==> config.mk <==
export PLATFORM = sky130hd
export DESIGN_NAME = tap_controller
export DESIGN_NICKNAME = d
export VERILOG_FILES = /design/src/rtl/tap_controller.sv
export SDC_FILE = /design/constraint.sdc
export NUM_CORES = 1
export LEC_CHECK = 0
export ABC_CLOCK_PERIOD_IN_PS = 4100
export CORE_UTILIZATION = 31
export DETAILED_ROUTE_END_ITERATION = 16
export SLEW_MARGIN = 20
export SYNTH_ARGS = -nofsm -noshare
export SYNTH_HDL_FRONTEND = slang
export SYNTH_SLANG_ARGS = --single-unit
==> constraint.sdc <==
create_clock -name TCK -period 4.1 [get_ports TCK]
set_clock_uncertainty 0.15 [all_clocks]
set_input_delay 0.82 -clock TCK [delete_from_list [all_inputs] [get_ports TCK]]
set_output_delay 0.82 -clock TCK [all_outputs]
set_load 0.02 [all_outputs]
==> src/rtl/tap_controller.sv <==
// IEEE 1149.1 TAP controller: 16-state TAP FSM, 4-bit instruction register,
// bypass and IDCODE data registers, and boundary-scan chain control strobes.
// TDO and TDO_En are registered on the falling edge of TCK.
// Define TAP_IDCODE_EN to include the IDCODE instruction and its 32-bit register.
// Without it, 0010 decodes as BYPASS and the reset/TLR instruction is BYPASS.
module tap_controller #(
  parameter logic [31:0] IDCODE_VALUE = 32'h1000_0001
) (
  input  logic       TCK,
  input  logic       Reset,
  input  logic       TMS,
  input  logic       TDI,
  input  logic       BSC_TDO,
  output logic       TDO,
  output logic       TDO_En,
  output logic       ShiftDR,
  output logic       ClockDR,
  output logic       UpdateDR,
  output logic       Mode,
  output logic [3:0] TapState
);

  typedef enum logic [3:0] {
    TLR    = 4'hF,
    RTI    = 4'hC,
    SEL_DR = 4'h7,
    CAP_DR = 4'h6,
    SH_DR  = 4'h2,
    EX1_DR = 4'h1,
    PAU_DR = 4'h3,
    EX2_DR = 4'h0,
    UPD_DR = 4'h5,
    SEL_IR = 4'h4,
    CAP_IR = 4'hE,
    SH_IR  = 4'hA,
    EX1_IR = 4'h9,
    PAU_IR = 4'hB,
    EX2_IR = 4'h8,
    UPD_IR = 4'hD
  } tap_state_e;

  localparam logic [3:0] IR_EXTEST  = 4'b0000;
  localparam logic [3:0] IR_SAMPLE  = 4'b0001;
  localparam logic [3:0] IR_BYPASS  = 4'b1111;
  localparam logic [3:0] IR_CAPTURE = 4'b0001;
`ifdef TAP_IDCODE_EN
  localparam logic [3:0] IR_IDCODE  = 4'b0010;
  localparam logic [3:0] IR_RESET   = IR_IDCODE;
`else
  localparam logic [3:0] IR_RESET   = IR_BYPASS;
`endif

  tap_state_e state_q, state_d;
  logic [3:0] ir_shift_q, ir_shift_d;
  logic [3:0] ir_q, ir_d;
  logic       bypass_q, bypass_d;
  logic       tdo_q, tdo_d;
  logic       tdo_en_q, tdo_en_d;
  logic       bsc_sel;
  logic       dr_tdo;

`ifdef TAP_IDCODE_EN
  logic [31:0] idcode_q, idcode_d;
`else
  // The ID value has no register to load into in this build.
  logic unused_idcode;
  assign unused_idcode = ^IDCODE_VALUE;
`endif

  // TAP next-state logic, one TMS-driven transition per rising TCK
  always_comb begin
    state_d = state_q;
    case (state_q)
      TLR:     state_d = TMS ? TLR    : RTI;
      RTI:     state_d = TMS ? SEL_DR : RTI;
      SEL_DR:  state_d = TMS ? SEL_IR : CAP_DR;
      CAP_DR:  state_d = TMS ? EX1_DR : SH_DR;
      SH_DR:   state_d = TMS ? EX1_DR : SH_DR;
      EX1_DR:  state_d = TMS ? UPD_DR : PAU_DR;
      PAU_DR:  state_d = TMS ? EX2_DR : PAU_DR;
      EX2_DR:  state_d = TMS ? UPD_DR : SH_DR;
      UPD_DR:  state_d = TMS ? SEL_DR : RTI;
      SEL_IR:  state_d = TMS ? TLR    : CAP_IR;
      CAP_IR:  state_d = TMS ? EX1_IR : SH_IR;
      SH_IR:   state_d = TMS ? EX1_IR : SH_IR;
      EX1_IR:  state_d = TMS ? UPD_IR : PAU_IR;
      PAU_IR:  state_d = TMS ? EX2_IR : PAU_IR;
      EX2_IR:  state_d = TMS ? UPD_IR : SH_IR;
      UPD_IR:  state_d = TMS ? SEL_DR : RTI;
      default: state_d = TLR;
    endcase
  end

  // Instruction shift/update and bypass register updates; TLR behaves like reset
  always_comb begin
    ir_shift_d = ir_shift_q;
    ir_d       = ir_q;
    bypass_d   = bypass_q;
    case (state_q)
      CAP_IR:  ir_shift_d = IR_CAPTURE;
      SH_IR:   ir_shift_d = {TDI, ir_shift_q[3:1]};
      UPD_IR:  ir_d       = ir_shift_q;
      CAP_DR:  bypass_d   = 1'b0;
      SH_DR:   bypass_d   = TDI;
      default: ;
    endcase
    if (state_d == TLR) begin
      ir_d       = IR_RESET;
      ir_shift_d = IR_CAPTURE;
    end
  end

  // Rising-edge state, instruction and bypass registers with synchronous reset
  always_ff @(posedge TCK) begin
    if (Reset) begin
      state_q    <= TLR;
      ir_shift_q <= IR_CAPTURE;
      ir_q       <= IR_RESET;
      bypass_q   <= 1'b0;
    end else begin
      state_q    <= state_d;
      ir_shift_q <= ir_shift_d;
      ir_q       <= ir_d;
      bypass_q   <= bypass_d;
    end
  end

`ifdef TAP_IDCODE_EN
  // IDCODE register captures the device ID and shifts it out LSB first
  always_comb begin
    idcode_d = idcode_q;
    if (state_q == CAP_DR)     idcode_d = IDCODE_VALUE;
    else if (state_q == SH_DR) idcode_d = {TDI, idcode_q[31:1]};
  end

  // IDCODE register flops
  always_ff @(posedge TCK) begin
    if (Reset) idcode_q <= IDCODE_VALUE;
    else       idcode_q <= idcode_d;
  end
`endif

  // Instruction decode: which data register sits between TDI and TDO
  always_comb begin
    bsc_sel = (ir_q == IR_EXTEST) || (ir_q == IR_SAMPLE);
`ifdef TAP_IDCODE_EN
    dr_tdo  = (ir_q == IR_IDCODE) ? idcode_q[0] : bypass_q;
`else
    dr_tdo  = bypass_q;
`endif
  end

  // Serial output select; TDO is forced low whenever it is not enabled
  always_comb begin
    tdo_d    = 1'b0;
    tdo_en_d = 1'b0;
    case (state_q)
      SH_IR: begin
        tdo_d    = ir_shift_q[0];
        tdo_en_d = 1'b1;
      end
      SH_DR: begin
        tdo_d    = bsc_sel ? BSC_TDO : dr_tdo;
        tdo_en_d = 1'b1;
      end
      default: ;
    endcase
  end

  // TDO launches on the falling edge; a reset edge always leaves TLR here
  always_ff @(negedge TCK) begin
    tdo_q    <= tdo_d;
    tdo_en_q <= tdo_en_d;
  end

  assign TapState = state_q;
  assign TDO      = tdo_q;
  assign TDO_En   = tdo_en_q;
  assign Mode     = (ir_q == IR_EXTEST);
  assign ShiftDR  = (state_q == SH_DR) && bsc_sel;
  assign ClockDR  = ~TCK && ((state_q == CAP_DR) || (state_q == SH_DR)) && bsc_sel;
  assign UpdateDR = ~TCK && (state_q == UPD_DR) && bsc_sel;

endmodule

==> impl_metrics.json, run 1 <==
{
  "cellPowerDensity_nw_per_um2": 396,
  "maxCapViolCount": 0,
  "finish.utilization_pct": 43.8,
  "critical_path_required_ns": 3.13,
  "drive_gt1_share_pct": 18.3,
  "pin_count": 15,
  "cp_cell_sequence": "clkbuf_2",
  "die_w_um": 51.2,
  "grt_pass1_wl_um": 2570,
  "insertion_delay_ns": 0.40,
  "slew_headroom_pct": 70.6,
  "yosys_warnings": 0,
  "post-cts-setup-buffers": 0,
  "nets": 109,
  "drt_wl_total_um": 1560,
  "critPathTopFamily": "flip-flops",
  "synth_nets": 86,
  "synth_area_leaders": "dfxtp_1, mux2_1, or3_1",
  "tightest_slew_ns": 0.440,
  "dieHeight_um": 51.2,
  "synth.distinct_cells": 28,
  "design.core.area_um2": 2250,
  "clk_pin_slew_ns": 0.11,
  "final_hold_viol_count": 0,
  "max_stage_delay_ns": 0.29,
  "rows": 17,
  "dr.first_iter.drc_count": 7,
  "overflow": 0,
  "hold-worst-slack_ns": 0.335,
  "yosysSeqAreaShare_pct": 40.1,
  "vias": 636,
  "area_delta_synth_final_pct": 31.9,
  "cp-end-kind": "output port",
  "ys_ff_latch": 15,
  "start_kind": "flop",
  "port-buffer-count": 14,
  "cp_slowest_cell": "dfxtp_1",
  "n_antenna_cell": 0,
  "grt_setup_unrepaired": "no",
  "firstDrtPassIters": 4,
  "gp_congestion": 0.732,
  "dp_hpwl_um": 1040,
  "path_class": "reg -> out",
  "syn_avg_cell_area_um2": 9.25,
  "die-area_um2": 2620,
  "cts_resized": 4,
  "viasPerCell": 4.82,
  "grt_pass1_vias": 556,
  "status": "finished, final reports clean",
  "synth_top_area_cell": "dfxtp_1",
  "synthesis.area_um2": 749,
  "ant_nets": 0,
  "synthCells": 81,
  "arrival_ns": 2.97,
  "leakage_nw": 0.391,
  "route.detailed.drc": 0,
  "hold_path_class": "reg -> reg",
  "critical_path_buf_inv_count": 1,
  "wl_per_cell_um": 11.8,
  "cts_tree": "done",
  "synth_top_cell_area_share_pct": 40.1,
  "layout_commonest_cell": "dfxtp_1",
  "peakVddDrop_mv": 0.173,
  "slew_violations": 0,
  "grt.total_usage_pct": 14.3,
  "antenna_found_initial": 0,
  "path_max_fanout": 1,
  "start_util_pct": 33.2,
  "mostFrequentLayoutCells": "dfxtp_1, clkdlybuf4s50_1, or3_1, clkbuf_4, nand2_1",
  "fin_setup_tns_ns": 0,
  "setup_viol": 0,
  "grt_max_degree": 15,
  "hold_buffers": 0
}
[Yosys cell counts]
library cell	count
nand3_1	2
nand2b_1	5
nor4b_1	1
a211o_1	2
nor3b_1	3
or3_1	7
nor2_1	2
buf_2	2
nand3b_4	1
or2_2	1
clkbuf_1	2
o21ai_0	2
mux2i_1	3
nor2b_1	4
or3b_1	2
nor3_1	3
a21oi_1	3
buf_4	1
a211oi_1	3
nor4_1	1
nand4b_2	1
a21oi_2	1
dfxtp_1	15
or3b_2	1
mux2_1	4
inv_1	2
or4_1	1
nand2_1	6
[metal layers]
| layer | GRT usage, % | up-vias | wire length [um] |
|---|---|---|---|
| li1 | - | 332 | - |
| met2 | 17.5 | 15 | 630 |
| met3 | 6.25 | 3 | 66 |
| met4 | 12.5 | 0 | 23 |
| met5 | 0 | - | 0 |
| met1 | 18.2 | 286 | 837 |
[metrics by stage]
| stage | setup slack, ns | instance area (um2) | cells | total power [mW] |
|---|---|---|---|---|
| after floorplan | 0.370 | 749 | 81 | 0.216 |
| after global placement | 0.0839 | 930 | 122 | 0.240 |
| after detailed placement | 0.0577 | 930 | 122 | 0.241 |
| after CTS | 0.00115 | 995 | 132 | 0.396 |
| after global routing | 0.120 | 988 | 132 | 0.415 |
| final | 0.161 | 988 | 132 | 0.391 |
[power by group]
part / internal [mW] / switching [mW] / total (mW)
registers: 0.154 / 0.00427 / 0.158
clock network: 0.0868 / 0.0726 / 0.159
logic: 0.0346 / 0.0389 / 0.0735
[path summary, 6_finish.rpt]
kind	startpoint	to	slack, ns	cells past startpoint
worst max-delay path	TDO	TDO	0.16	1
worst min-delay path	ir_shift_q[2]	ir_shift_q[2]	0.33	2
worst max register to register	ir_q[3]	TDO	0.71	3
worst min register to register	ir_shift_q[2]	ir_shift_q[2]	0.33	2
[cell families (layout without fill, tap and decap cells)]
kind of cell | count (synthesis) | in the layout | share of synthesized area [%]
mux | 7 | 7 | 10.0
simple gates | 41 | 41 | 35.7
compound gates | 11 | 11 | 9.85
buf+inv | 7 | 30 | 4.34
flops | 15 | 15 | 40.1
[registers in the layout, indices dropped and copies added (netlist names)]
register / count
bypass_q: 1
TapState: 4
ir_q: 4
TDO: 1
TDO_En: 1
ir_shift_q: 4
[cell type report]
class | instances | area, um2
fillers | 234 | 1270
multi-input cells | 59 | 417
flip-flops and latches | 15 | 300
repair buffers | 16 | 140
clock buffers | 10 | 77.6
well taps | 28 | 35.0
clock inverters | 3 | 15.0
inverters | 1 | 3.75
Note: power is estimated with default switching activity, not from simulation.
==> run 2, diff against run 1 <==
- HOLD_SLACK_MARGIN: default -> 0.12
==> results of run 2 <==
Final layout, timing and power as in run 1 (identical DEF).
==> run 3, diff against run 2 <==
- GPL_ROUTABILITY_DRIVEN: default -> 0
==> results of run 3 <==
Final layout, timing and power as in run 1 (identical DEF).
